<file path="src/rtl/compound_accumulator_types.sv">
// Types local to compound_accumulator: the report record, the two-state
// handshake FSM encoding and the saturating event-counter helper.
package compound_accumulator_types;

  localparam int ACC_W = 32;
  localparam int CNT_W = 8;
  localparam logic [CNT_W-1:0] CNT_MAX = '1;

  typedef struct packed {
    logic signed [ACC_W-1:0] sum;
    logic [CNT_W-1:0]        count;
    logic                    ovf;
  } ResultType;

  typedef enum logic {
    ST_GET = 1'b0,
    ST_PUT = 1'b1
  } state_t;

  // Increment that sticks at the top value instead of wrapping to zero.
  function automatic logic [CNT_W-1:0] sat_inc(input logic [CNT_W-1:0] v);
    return (v == CNT_MAX) ? v : v + 1'b1;
  endfunction

endpackage

</file>
<file path="src/rtl/testbasic11_types.sv">
// Shared testbasic11 message types.
// Holds the request mode enum and the upstream request message (CompoundType)
// that several testbasic11 blocks exchange.
package testbasic11_types;

  typedef enum logic {
    MODE_READ  = 1'b0,
    MODE_WRITE = 1'b1
  } ModeType;

  typedef struct packed {
    ModeType            mode;
    logic signed [31:0] x;
    logic               y;
  } CompoundType;

endpackage

</file>
<file path="src/rtl/acc_add.sv">
// Overflow-aware 32-bit signed adder for compound_accumulator.
// Build option COMPOUND_ACC_SATURATE_EN: when defined, an overflowing sum is
// clamped to the most positive / most negative value; otherwise it wraps.
// ovf flags signed overflow in both builds.
module acc_add
  import compound_accumulator_types::*;
(
  input  logic signed [ACC_W-1:0] a,
  input  logic signed [ACC_W-1:0] b,
  output logic signed [ACC_W-1:0] sum,
  output logic                    ovf
);

  logic signed [ACC_W-1:0] raw;

  // Two's-complement add; overflow when both operands agree in sign but the
  // result does not.
  always_comb begin
    // NOTE: every output of a combinational block gets a value on every path
    // (here: assigned up front) so no latch is inferred.
    raw = a + b;
    ovf = (a[ACC_W-1] == b[ACC_W-1]) && (raw[ACC_W-1] != a[ACC_W-1]);
    sum = raw;
`ifdef COMPOUND_ACC_SATURATE_EN
    if (ovf) begin
      sum = a[ACC_W-1] ? 32'sh8000_0000 : 32'sh7FFF_FFFF;
    end
`endif
  end

endmodule

</file>
<file path="src/rtl/compound_accumulator.sv">
// compound_accumulator: accepts write/read messages over a valid/ready
// style handshake (b_in_sync / b_in_notify), accumulates x into a signed
// accumulator with a saturating message counter and sticky overflow flag,
// and returns a registered report over a second handshake
// (res_out_notify / res_out_sync).
// Build option COMPOUND_ACC_SATURATE_EN selects clamping instead of wrapping
// on accumulator overflow (applied inside acc_add).
module compound_accumulator
  import testbasic11_types::*;
  import compound_accumulator_types::*;
(
  input  logic        clk,
  input  logic        rst,
  input  CompoundType b_in,
  input  logic        b_in_sync,
  output logic        b_in_notify,
  output ResultType   res_out,
  input  logic        res_out_sync,
  output logic        res_out_notify
);

  state_t                  state_q, state_d;
  logic signed [ACC_W-1:0] acc_q, acc_d;
  logic [CNT_W-1:0]        cnt_q, cnt_d;
  logic                    ovf_q, ovf_d;
  ResultType               res_q, res_d;

  logic signed [ACC_W-1:0] add_sum;
  logic                    add_ovf;

  acc_add u_acc_add (
    .a   (acc_q),
    .b   (b_in.x),
    .sum (add_sum),
    .ovf (add_ovf)
  );

  // Next-state and datapath: act only on a handshake in the current state.
  always_comb begin
    state_d = state_q;
    acc_d   = acc_q;
    cnt_d   = cnt_q;
    ovf_d   = ovf_q;
    res_d   = res_q;
    unique case (state_q)
      ST_GET: begin
        if (b_in_sync) begin
          if (b_in.mode == MODE_WRITE) begin
            cnt_d = sat_inc(cnt_q);
            if (b_in.y) begin
              acc_d = b_in.x;
            end else begin
              acc_d = add_sum;
              ovf_d = ovf_q | add_ovf;
            end
          end else begin
            // Report captures pre-clear values; the optional clear lands on
            // the same edge.
            res_d   = '{sum: acc_q, count: cnt_q, ovf: ovf_q};
            state_d = ST_PUT;
            if (b_in.y) begin
              acc_d = '0;
              cnt_d = '0;
              ovf_d = 1'b0;
            end
          end
        end
      end
      ST_PUT: begin
        if (res_out_sync) begin
          state_d = ST_GET;
        end
      end
    endcase
  end

  // State registers with asynchronous active-high reset.
  always_ff @(posedge clk or posedge rst) begin
    // NOTE: sequential state uses non-blocking assignments so every flop
    // samples its pre-edge inputs regardless of statement order.
    if (rst) begin
      state_q <= ST_GET;
      acc_q   <= '0;
      cnt_q   <= '0;
      ovf_q   <= 1'b0;
      res_q   <= '0;
    end else begin
      state_q <= state_d;
      acc_q   <= acc_d;
      cnt_q   <= cnt_d;
      ovf_q   <= ovf_d;
      res_q   <= res_d;
    end
  end

  assign b_in_notify    = (state_q == ST_GET);
  assign res_out_notify = (state_q == ST_PUT);
  assign res_out        = res_q;

endmodule

</file>
<file path="config.mk">
export PLATFORM = sky130hd
export DESIGN_NAME = compound_accumulator
export DESIGN_NICKNAME = d
export VERILOG_FILES = /design/src/rtl/compound_accumulator_types.sv /design/src/rtl/testbasic11_types.sv /design/src/rtl/acc_add.sv /design/src/rtl/compound_accumulator.sv
export SDC_FILE = /design/constraint.sdc
export NUM_CORES = 1
export LEC_CHECK = 0
export CAP_MARGIN = 20
export CELL_PAD_IN_SITES_DETAIL_PLACEMENT = 1
export CELL_PAD_IN_SITES_GLOBAL_PLACEMENT = 1
export CORE_MARGIN = 4
export CORE_UTILIZATION = 38
export DETAILED_ROUTE_END_ITERATION = 16
export PLACE_DENSITY = 0.82
export RECOVER_POWER = 25
export SLEW_MARGIN = 30
export SYNTH_ARGS = -nofsm -noshare
export SYNTH_HDL_FRONTEND = slang
export SYNTH_SLANG_ARGS = --single-unit
export TNS_END_PERCENT = 50
</file>
<file path="constraint.sdc">
create_clock -name clk -period 2.5 [get_ports clk]
set_input_delay 0.5 -clock clk [delete_from_list [all_inputs] [get_ports clk]]
set_output_delay 0.5 -clock clk [all_outputs]
set_load 0.03 [all_outputs]
</file>
==> impl_results.md <==
- Outcome: finished, violations left
- Failing checks: setup timing
- Initial antenna violation count: 0
- Per-cell routed wire length: 21.5 um
- Routed Antenna Nets: 0
- Ys flop type: dfrtp_1
- Hold_ws: 0.507 ns
- Share of layout cells above drive strength 1: 34.3%
- DIE HEIGHT: 127 um
- Die width: 127 um
- Vias in the first global route: 6093
- Largest net degree at the start of global routing: 84
- RSZ-0062 raised after global routing: true
- Post-synthesis mux area share: 9.02%
- Via count: 5406
- Routability cong.: 0.886
- Combinational family with the most area after synthesis: compound AO/OA/AOI/OAI gates
- Count of flip-flops with a built-in enable after synthesis: 0
- CP Capture Type: register
- Tot GR Track Use: 24.6%
- GRT overflow: 0
- Post-synthesis compound-gate area fraction: 22.2%
- Yosys reg bits: 83
- Post-synthesis adder-cell area fraction: 8.11%
- Top-count cell post-synth: dfrtp_1
- Dpl hpwl: 13.1 mm
- CTS Buf Count: 9
- Worst Skew: 0.0118 ns
- Crit path DAT: 2.88 ns
- Simple-gate share of the synthesized area: 14.7%
- Layout fillers: 1517
- CP required: 2.73 ns
- Clk root buf: clkbuf_16
- Final setup violation count: 14
- Yosys top cell by area: dfrtp_1
- Crit Path Max Fanout: 3
- Total Nets Final: 820
- Clock Latency Late Sink: 0.36 ns
- HP Class: register to register
- Async SR Flop Fraction: 100%
- XOR/XNOR share of the synthesized area: 4.10%
- Synth warn: 0
- DR pass1 iterations: 7
- CTS tree: yes
- Mapped Cells: 559
- Cell area power density: 864 nW/um^2
- Reg clk slew, reported paths: 0.07 ns
- Most common library cells after synthesis: dfrtp_1 (83), nand2_1 (58), a21oi_1 (57), mux2_2 (41), o21ai_0 (36)
- Syn_area_per_cell: 9.55 sq um
- Slew Limit Fails: 0
- Slew HR: 22.7%
- CTS H-tree depth: 3
- TNS Setup: -1.16 ns
- Setup crit start kind: register
- Yosys top cell area share: 38.9%
- Period utilisation layout: 106%
- Post-Route WL: 20.1 mm
- Static Leakage: 3.63 nW
- Hold Fails Final Rpt: 0
- Worst-margin pin slew: 1.16 ns
- Post-Syn Area: 5340 sq um
- Multi-input gate area: 3610 sq um
- Netlist cell types: 70
- Antenna cells: 0
- Sequential cell area: 2080 sq um
- PortBufs: 80
- Peak VDD IR: 371 uV
- Initial Utilization: 38.6%
- Core Rows: 43
- Routed vias/inst: 5.79
- CTS Hold Bufs: 0
- Worst setup path class: register to register
- Boundary Pins: 81
- Seq/Total Area, Yosys: 38.9%
- Syn Nets: 631
- Clock Tree Buf Depth: 2
- Area growth syn-to-layout: 50.0%
- DRC viols: 0
- Max-cap violations: 0
- Max Clk Rate: 378 MHz
- Initial DRC Count: 345
- Final worst slack: -0.146 ns
- First-pass GRT wire length: 31.7 mm
- Number of clock sinks: 83
- Die area: 16000 sq um
- Core area: 13800 sq um
- Dominant cells by area after synthesis: dfrtp_1 (39%), mux2_2 (8.6%), ha_1 (7.7%), a21oi_1 (5.3%), nand2_1 (4.1%)
- Min cycle time layout: 2.65 ns
## kinds of logic (layout without fill, tap and decap cells)
family          after synthesis  after routing
flops                        83             83
mux                          43             43
xor+xnor                     25             25
simple gates                154            154
buf+inv                      39            233
compound gates              181            181
fa+ha+maj                    34             34
## worst paths after layout
kind	from	end	slack (ns)	depth (start not counted)
hold reg to reg	res_out[22]	res_out[22]	0.51	1
setup reg to reg	acc_q[0]	acc_q[16]	-0.15	13
setup / recovery	acc_q[0]	acc_q[16]	-0.15	13
hold / removal	res_out[22]	res_out[22]	0.51	1
min in group asynchronous	rst	res_out[10]	1.07	3
max in group asynchronous	rst	acc_q[18]	0.64	3
## layout by cell type, fill, tap and decap left out, types with 13 or more instances in the layout
master,instances
dfrtp_1,82
buf_4,116
inv_1,13
dlygate4sd2_1,17
clkdlybuf4s50_1,56
mux2_2,41
o21ai_0,25
xor2_1,14
a21o_1,14
nand4_1,14
nor2_1,20
ha_4,20
a21oi_1,45
nand2_1,57
## per-stage QoR
step           instance area (sq um)  setup WS [ns]  total power, mW  cells  utilization (%)
6_report                        8010         -0.146             6.92    933             57.9
3_3_place_gp                    7060         -0.717             4.83    895             51.0
5_1_grt                         8010         -0.235             7.27    933             57.9
2_1_floorplan                   5340        -0.0396             3.60    559                -
4_1_cts                         7800        -0.0960             6.69    927             56.4
3_5_place_dp                    7060         -0.821             4.98    895             51.0
## cell type report
cell class,instances,area share (%)
Multi-Input combinational cell,437,45.0
Sequential cell,83,25.9
Timing Repair Buffer,202,21.7
Clock buffer,10,2.86
Tap cell,180,2.81
Clock inverter,6,0.906
Inverter,15,0.750
## sequential cells by signal, summed over array words and instances (netlist names)
signal	count
res_out	41
acc_q	32
cnt_q	8
ovf_q	1
res_out_notify	1
## timing repair
action,4_1_cts,5_1_grt
resized for setup,75,38
cloned,0,0
pin swaps,43,32
setup buffers,18,6
hold endpoints to repair,0,0
endpoints found under the setup margin,25,22
## where the power goes
part           internal, mW  total (mW)  switching (mW)
Sequential             1.66        1.94           0.277
Clock                 0.786        1.41           0.623
Combinational          1.73        3.57            1.84
## routing by layer
metal | track usage, % | wire length, um | up-vias
met5 | 0 | 0 | -
met4 | 6.75 | 400 | 0
met3 | 4.38 | 1020 | 36
met2 | 45.0 | 10600 | 158
met1 | 29.5 | 8040 | 2753
li1 | - | - | 2459
## worst max-delay path, cell delays in order, from the launching register on
cell and delay [ns]:
dfrtp_1 0.41, ha_2 0.20, inv_2 0.05, fa_2 0.22, nor2b_4 0.05, o31a_1 0.29
buf_6 0.14, a311oi_4 0.30, buf_4 0.19, o31ai_4 0.06, a21o_1 0.19, a21oi_2 0.19
xnor2_2 0.14, o21ai_1 0.07
(Power assumes the default switching activity.)
